File: config.mk
export PLATFORM = sky130hd
export DESIGN_NAME = buzzer_tone_sched
export DESIGN_NICKNAME = d
export VERILOG_FILES = /design/src/rtl/buzzer_pkg.sv /design/src/rtl/buzzer_tone_sched_ms_tick_gen.sv /design/src/rtl/buzzer_tone_sched.sv
export SDC_FILE = /design/constraint.sdc
export NUM_CORES = 1
export LEC_CHECK = 0
export ABC_AREA = 0
export BUFFER_PORTS_ARGS = -buffer_cell sky130_fd_sc_hd__buf_2
export CAP_MARGIN = 20
export CORE_MARGIN = 4
export CORE_UTILIZATION = 54
export DETAILED_ROUTE_END_ITERATION = 7
export GPL_TIMING_DRIVEN = 1
export HOLD_SLACK_MARGIN = 0.03
export MAX_ROUTING_LAYER = met4
export PLACE_DENSITY = 0.86
export SYNTH_ARGS = -nofsm -noshare
export SYNTH_HDL_FRONTEND = slang
export SYNTH_HIERARCHICAL = 1
export SYNTH_SLANG_ARGS = --single-unit
File: constraint.sdc
create_clock -name clk -period 5.4 [get_ports clk]
set_input_delay 1.08 -clock clk [delete_from_list [all_inputs] [get_ports clk]]
set_output_delay 1.08 -clock clk [all_outputs]
set_load 0.005 [all_outputs]
File: src/rtl/buzzer_pkg.sv
// Shared types and helpers for the buzzer tone scheduler: FSM state encoding,
// the ms prescaler divisor and the fixed-priority one-hot picker.
package buzzer_pkg;

   typedef enum logic [1:0] {
      IDLE = 2'd0,
      PLAY = 2'd1,
      GAP  = 2'd2
   } state_e;

   localparam int MAX_REQ = 32;

   function automatic int ms_div(input int clk_freq);
      return clk_freq / 1000;
   endfunction

   // Isolates the lowest set bit, so index 0 always wins.
   function automatic logic [MAX_REQ-1:0] prio_pick(input logic [MAX_REQ-1:0] v);
      return v & (~v + 32'd1);
   endfunction

endpackage

File: src/rtl/buzzer_tone_sched_ms_tick_gen.sv
// Millisecond prescaler: restart forces the count to zero; tick is a registered
// one-cycle pulse that is high in the last cycle of every ms.
module ms_tick_gen
   import buzzer_pkg::*;
#(
   parameter int MS_CYC = 50_000,
   parameter int PRE_W  = 16
) (
   input  logic clk,
   input  logic rst,
   input  logic restart,
   output logic tick
);

   localparam logic [PRE_W-1:0] CNT_LAST = PRE_W'(MS_CYC - 1);

   logic [PRE_W-1:0] cnt_q, cnt_d;
   logic             tick_q, tick_d;

   // Next count and look-ahead tick so tick_q tracks cnt_q == CNT_LAST.
   always_comb begin
      cnt_d  = cnt_q;
      tick_d = 1'b0;
      if (restart) begin
         cnt_d = '0;
      end else if (cnt_q == CNT_LAST) begin
         cnt_d = '0;
      end else begin
         cnt_d = cnt_q + PRE_W'(1);
      end
      tick_d = (cnt_d == CNT_LAST);
   end

   // Prescaler registers.
   always_ff @(posedge clk) begin
      if (rst) begin
         cnt_q  <= '0;
         tick_q <= 1'b0;
      end else begin
         cnt_q  <= cnt_d;
         tick_q <= tick_d;
      end
   end

   assign tick = tick_q;

endmodule

File: src/rtl/buzzer_tone_sched.sv
// Fixed-priority scheduler sharing one PWM buzzer between NUM_REQ requesters.
// Optional BUZZER_TONE_PREEMPT_EN lets a higher-priority request abort a tone.
module buzzer_tone_sched
   import buzzer_pkg::*;
#(
   parameter int CLK_FREQ = 50_000_000,
   parameter int NUM_REQ  = 3,
   parameter int PERIOD_W = 24,
   parameter int DUR_W    = 16,
   parameter int GAP_MS   = 20
) (
   input  logic                         clk,
   input  logic                         rst,
   input  logic [NUM_REQ-1:0]           req,
   input  logic [NUM_REQ*PERIOD_W-1:0]  req_period,
   input  logic [NUM_REQ*DUR_W-1:0]     req_dur_ms,
   output logic [NUM_REQ-1:0]           grant,
   output logic [NUM_REQ-1:0]           done,
   output logic                         busy,
   output logic [PERIOD_W-1:0]          pwm_period,
   output logic [PERIOD_W-1:0]          pwm_duty,
   output logic                         pwm_en
);

   localparam int MS_CYC = ms_div(CLK_FREQ);
   localparam int PRE_W  = (MS_CYC > 1) ? $clog2(MS_CYC) : 1;
   localparam logic [DUR_W-1:0] GAP_LAST = (GAP_MS > 0) ? DUR_W'(GAP_MS - 1) : '0;

   state_e               state_q, state_d;
   logic [NUM_REQ-1:0]   grant_q, grant_d;
   logic [NUM_REQ-1:0]   done_q, done_d;
   logic                 busy_q, busy_d;
   logic                 pwm_en_q, pwm_en_d;
   logic [PERIOD_W-1:0]  period_q, period_d;
   logic [PERIOD_W-1:0]  duty_q, duty_d;
   logic [DUR_W-1:0]     dur_q, dur_d;
   logic [DUR_W-1:0]     ms_cnt_q, ms_cnt_d;

   logic                 tick_s;
   logic                 restart_s;
   logic                 preempt_s;
   logic                 tone_end_s;
   logic [NUM_REQ-1:0]   pick_s;
   logic [PERIOD_W-1:0]  sel_period_s;
   logic [DUR_W-1:0]     sel_dur_s;

   ms_tick_gen #(
      .MS_CYC (MS_CYC),
      .PRE_W  (PRE_W)
   ) u_ms_tick_gen (
      .clk     (clk),
      .rst     (rst),
      .restart (restart_s),
      .tick    (tick_s)
   );

   // Arbitration winner and its tone parameters (pick_s is one-hot or zero).
   always_comb begin
      pick_s       = NUM_REQ'(prio_pick(MAX_REQ'(req)));
      sel_period_s = '0;
      sel_dur_s    = '0;
      for (int i = 0; i < NUM_REQ; i++) begin
         sel_period_s = sel_period_s | ({PERIOD_W{pick_s[i]}} & req_period[i*PERIOD_W +: PERIOD_W]);
         sel_dur_s    = sel_dur_s    | ({DUR_W{pick_s[i]}}    & req_dur_ms[i*DUR_W +: DUR_W]);
      end
`ifdef BUZZER_TONE_PREEMPT_EN
      // grant_q - 1 sets every bit below the granted index.
      preempt_s = |(req & (grant_q - NUM_REQ'(1)));
`else
      preempt_s = 1'b0;
`endif
      tone_end_s = (dur_q == '0) || (tick_s && ((ms_cnt_q + DUR_W'(1)) == dur_q));
   end

   // Next-state and next-output logic.
   always_comb begin
      state_d   = state_q;
      grant_d   = grant_q;
      done_d    = '0;
      pwm_en_d  = pwm_en_q;
      period_d  = period_q;
      duty_d    = duty_q;
      dur_d     = dur_q;
      ms_cnt_d  = ms_cnt_q;
      restart_s = 1'b0;
      case (state_q)
         IDLE: begin
            restart_s = 1'b1;
            ms_cnt_d  = '0;
            if ((req != '0) && (done_q == '0)) begin
               state_d  = PLAY;
               grant_d  = pick_s;
               dur_d    = sel_dur_s;
               period_d = sel_period_s;
               duty_d   = sel_period_s >> 1;
               pwm_en_d = (sel_period_s != '0) && (sel_dur_s != '0);
            end else begin
               state_d = IDLE;
            end
         end
         PLAY: begin
            if (tone_end_s || preempt_s) begin
               // Natural completion wins over an abort arriving in the same cycle.
               state_d   = (tone_end_s && (GAP_MS > 0)) ? GAP : IDLE;
               grant_d   = '0;
               done_d    = grant_q;
               pwm_en_d  = 1'b0;
               period_d  = '0;
               duty_d    = '0;
               ms_cnt_d  = '0;
               restart_s = 1'b1;
            end else if (tick_s) begin
               ms_cnt_d = ms_cnt_q + DUR_W'(1);
            end else begin
               ms_cnt_d = ms_cnt_q;
            end
         end
         GAP: begin
            if (tick_s && (ms_cnt_q == GAP_LAST)) begin
               state_d  = IDLE;
               ms_cnt_d = '0;
            end else if (tick_s) begin
               ms_cnt_d = ms_cnt_q + DUR_W'(1);
            end else begin
               ms_cnt_d = ms_cnt_q;
            end
         end
         default: begin
            state_d  = IDLE;
            grant_d  = '0;
            pwm_en_d = 1'b0;
            period_d = '0;
            duty_d   = '0;
            ms_cnt_d = '0;
         end
      endcase
      busy_d = (state_d != IDLE);
   end

   // State, counters and registered outputs.
   always_ff @(posedge clk) begin
      if (rst) begin
         state_q  <= IDLE;
         grant_q  <= '0;
         done_q   <= '0;
         busy_q   <= 1'b0;
         pwm_en_q <= 1'b0;
         period_q <= '0;
         duty_q   <= '0;
         dur_q    <= '0;
         ms_cnt_q <= '0;
      end else begin
         state_q  <= state_d;
         grant_q  <= grant_d;
         done_q   <= done_d;
         busy_q   <= busy_d;
         pwm_en_q <= pwm_en_d;
         period_q <= period_d;
         duty_q   <= duty_d;
         dur_q    <= dur_d;
         ms_cnt_q <= ms_cnt_d;
      end
   end

   assign grant      = grant_q;
   assign done       = done_q;
   assign busy       = busy_q;
   assign pwm_en     = pwm_en_q;
   assign pwm_period = period_q;
   assign pwm_duty   = duty_q;

endmodule

---- Word level (Yosys, flattened, before mapping) ----
Cells that the tools add are included.
cells by class
  reductions and logical operators ........ 15
  mux-type cells .......................... 23
  $add $sub $neg .......................... 3
  equality and inequality tests ........... 8
  bitwise logic cells ..................... 15
operators by type and width
  cell                   number
  $pmux 24 s3            2
  $mux 16                5
  $and 24x24->24         3
  $mux 24                3
  $and 16x16->16         3
  $or 24x24->24          2
  $add 16x1->16 const B  2
  $eq 16x16->1 const B   2
  $or 16x16->16          2
  $pmux 16 s2            1
  $reduce_bool 24->1     1
  $eq 16x16->1           1
  $eq 16x5->1 const B    1
  $logic_not 16->1       1
  $reduce_bool 16->1     1
  $pmux 3 s3             1
  $mux 3                 2
  $pmux 2 s3             1
  $logic_and 1x1->1      4
  $mux 1                 4
  $mux 2                 2
  $ne 2x2->1 const B     2
  $add 3x1->3 const B    1
  $and 3x3->3            1
  14 further kinds       16
word-level totals
  register bits after elaboration ......... 107
  input bits .............................. 125
  output and inout bits ................... 56
  word-level logic and storage cells ...... 75

---- Logic depth before layout (Yosys ltp) ----
  word-level depth ........................ 10
  depth in mapped cells ................... 13
  gate-level depth less buffers ........... 12

---- Hierarchy ----
Netlist, hierarchy kept.
modules (own cells, without submodules)
  module             area each (µm²)  instances  cells an instance  sequential area each (µm²)
  buzzer_tone_sched  4067.7           1          511                1321.3
  ms_tick_gen        959.7            1          113                340.3

---- Worst setup path after synthesis ----
No wires, ideal clock.
  path kind ............................... register to register
  start point ............................. register ms_cnt_q[0]
  end point ............................... register u_ms_tick_gen.tick_q, in the netlist u_ms_tick_gen/tick
  arrival time ............................ 2.699 ns
  buffers on the path ..................... 0
  clock period less this slack ............ 2.787 ns
  library setup time ...................... 0.088 ns
  slack ................................... 2.613 ns
  required time ........................... 5.312 ns
  cell stages (with the launch flop) ...... 13
  path through ............................ dfxtp_1 -> ha_1 -> nand3_2 -> o31a_1 -> o22ai_1 -> a2111oi_4 -> nand3_1 -> nand2_1 -> a21o_1 -> or4_1 -> a31oi_1 -> o2111ai_1 -> nor4_2
on the way
  longest elaborated chain between the ends .. 8
ends and longest elaborated chain
  element                   RTL line                             RTL
  start: declaration        buzzer_tone_sched.sv:37              logic [DUR_W-1:0] ms_cnt_q, ms_cnt_d;
  start signal: assignment  buzzer_tone_sched.sv:161             ms_cnt_q <= ms_cnt_d;
  $add 16x1->16             buzzer_tone_sched.sv:72              tone_end_s = (dur_q == '0) || (tick_s && ((ms_cnt_q + DUR_W'(1)) == dur_q));
  $eq 16x16->1              buzzer_tone_sched.sv:72
  $logic_and 1x1->1         buzzer_tone_sched.sv:72
  $logic_or 1x1->1          buzzer_tone_sched.sv:72
  $mux 1                    buzzer_tone_sched.sv:102             if (tone_end_s || preempt_s) begin
  $pmux 1 s2                buzzer_tone_sched.sv:86              case (state_q)
  via restart_s             buzzer_tone_sched.sv:40              logic restart_s;
  $mux 16                   buzzer_tone_sched_ms_tick_gen.sv:24  if (restart) begin
  $eq 16x16->1              buzzer_tone_sched_ms_tick_gen.sv:31  tick_d = (cnt_d == CNT_LAST);
  end signal: assignment    buzzer_tone_sched_ms_tick_gen.sv:41  tick_q <= tick_d;
  end: declaration          buzzer_tone_sched_ms_tick_gen.sv:18  logic tick_q, tick_d;
The timed path passes the listed nets, and every way through them passes these cells.
A chain may end at the register's enable or synchronous reset.

---- Final worst setup path ----
  start point ............................. input port req[1]
  end point ............................... register grant_q[2], in the netlist grant[2]
on the way
  longest elaborated chain between the ends .. 5
  elaborated cells on any way between the ends .. 9
  those cells by class .................... 1 x add/sub; 1 x eq/ne; 2 x mux; 2 x bitwise; 3 x reduce/logical
ends and longest elaborated chain
  element                 RTL line                  RTL
  start: declaration      buzzer_tone_sched.sv:14   input logic [NUM_REQ-1:0] req,
  $not 3->3               buzzer_pkg.sv:19          return v & (~v + 32'd1);
  $add 3x1->3             buzzer_pkg.sv:19
  $and 3x3->3             buzzer_pkg.sv:19
  $mux 3                  buzzer_tone_sched.sv:90   if ((req != '0) && (done_q == '0)) begin
  $pmux 3 s3              buzzer_tone_sched.sv:86
  end signal: assignment  buzzer_tone_sched.sv:154  grant_q <= grant_d;
  end: declaration        buzzer_tone_sched.sv:30   logic [NUM_REQ-1:0] grant_q, grant_d;
Parallel ways exist; a longest one is shown, timed or not. The select of a mux whose other input is x is not followed.

==> run metrics <==
area grow syn2layout 17.3%; Core Rows 34; Worst Setup End Kind flip-flop; Die Y-Extent 104 µm; share of layout cells above drive strength 1 0.283; status finished, final reports clean; RSZ-0062 raised after global routing no; fin. max-slew vios 0; Final HPWL DP 11600 µm; DRT Pass-1 Iters 5; Post-CTS Hold Fix Bufs 0; Bufs on Longest Clock Path 2; Avg WL per Cell 17.6 µm; slack of the critical path 1850 ps; Crit Reg-Reg Startpoint ms_cnt_q[0]; Iter 0 DRT Violations 401; post-layout min period 3550 ps; Final nets 878; Setup WS pre-CTS 1590 ps; ys async rst share 0; ys flop type dfxtp_1; Clock Sinks 83; post-route DRC violation count 0; die area 10900 µm²; Layout Skew 11.3 ps; Post-Syn Instances 624; start point of the critical path req[1]; vias in the first global route 4883; largest net degree at the start of global routing 84; setup bufs post-CTS 0; Pwr Density 245 nW/µm²; vias post-DR 5080; initial antenna violation count 1; CTS tree done; Peak VDD IR 0.000192 V; required time worst endpoint 5700 ps; GRT overflow 0; GPL Wtd Cong 0.927; Synth top area share 0.331; port buffer count 179; I/O pin total 181; max_cap viols 0; antenna viol nets, final 0; crit start category primary input; Die Wd 104 µm; largest cells by area after synthesis dfxtp_1 (33%), nand2_1 (7.0%), a22oi_1 (6.0%); CP Data Arrival Time 3850 ps; Setup CP Type primary input to flip-flop; Post-synth EDFFs 0; # resized after CTS 0; Synth cell types 59; synthesized cell area 5030 µm²; commonest cells in the synthesized netlist nand2_1 (94), dfxtp_1 (83), o21ai_0 (44), a22oi_1 (40), nor2_1 (38); Final Setup Violations 0; Worst-Skew Late Latency 360 ps; Root Driver clkbuf_8; Seq/Total Area, Yosys 0.331; CTS Buf Count 9; clock-pin slew on the worst setup and hold paths 90 ps; depth of the CTS H-tree 3; Starting Density 0.565; first-pass GRT wire length 24400 µm; total core area 8890 µm²; gr usage total 0.278; HP Class flip-flop to flip-flop; leakage 2.50 nW; FF+latch count, synth 83; crit-path max FO 44; Hold Startpoint u_ms_tick_gen/cnt_q[0]; Rel. slew slack 0.374; Fin. Hold Viols 0; Max Clk Rate 0.282 GHz; Syn Area/Cell 8.06 µm²; Vias/cell 5.90; Yosys warnings 6; setup TNS 0 ps; syn_nets 755; Worst Max-Slew Pin Slew 939 ps; most common cell in the synthesized netlist nand2_1; Synth area leader dfxtp_1; final WL 15100 µm; Period Utilization, post-route 0.657
[critical path, cell delays in order]
cell and delay [ps]:
buf_2 630, nor3_1 140, nor4_1 390, nand2_1 540, nor4_4 640, buf_8 240
a32o_1 170
[per-layer routing]
layer  GRT usage  up-vias  part of all wire
met5           -        -                 0
met4      0.0494        0             0.013
met3      0.0509       21             0.076
met2       0.455      224              0.48
met1       0.363     2361              0.43
li1            -     2474                 -
[sequential cells by signal, summed over array words and instances (netlist names)]
signal	flops
busy	1
ms_cnt_q	16
dur_q	16
done	3
pwm_en	1
state_q	2
u_ms_tick_gen/tick	1
u_ms_tick_gen/cnt_q	16
pwm_duty	1
grant	3
pwm_period	23
[logic make-up after synthesis]
logic type	share of synthesized area
muxes	0.00796
buffers and inverters	0.0856
xor gates and xnor gates	0.0871
AOI/OAI and AO/OA	0.222
adders and majority gates	0.0149
and+or+nand+nor	0.251
DFF	0.331
other	0.000746
[through the flow]
stage	std cells	util	hold slack, ps	power (W)	area (µm²)
CTS	860	0.663	478	0.00145	5890
detailed placement	844	0.640	458	0.00100	5690
global placement	843	0.639	445	0.000988	5680
finish	861	0.663	475	0.00145	5900
floorplan	624	-	432	0.000892	5030
global route	861	0.663	508	0.00151	5900
[layout make-up]
class | count | area [µm²]
diodes | 1 | 2.50
clock buffers | 10 | 128
clock inverters | 6 | 71.3
fillers | 764 | 3000
inverters | 9 | 33.8
multi-input cells | 462 | 2940
flip-flops and latches | 83 | 1660
well taps | 108 | 135
repair buffers | 182 | 926
[power by group]
group | switching [W] | internal, W
clock | 0.000235 | 0.000219
sequential | 0.0000347 | 0.000648
combinational | 0.000174 | 0.000136
total | 0.000443 | 0.00100
[cells in the final DEF (no fill, tap or decap), drive strengths merged, types with 10 or more instances in the layout]
cell type  count
buf          182
nor3          10
clkbuf        10
a21oi         21
xor2          22
nor2          38
o21ai         45
nand3         16
nand4         16
a22oi         40
dfxtp         83
a22o          25
inv           12
nor4          26
nand2         94
xnor2         28
[path summary, 6_finish.rpt]
path                                                to  slack [ps]  cells past startpoint
worst max register to register          pwm_period[12]        2190                      8
worst min-delay path            u_ms_tick_gen/cnt_q[0]         470                      1
worst min register to register  u_ms_tick_gen/cnt_q[0]         470                      1
worst max-delay path                          grant[2]        1850                      7
(Power assumes the default switching activity.)
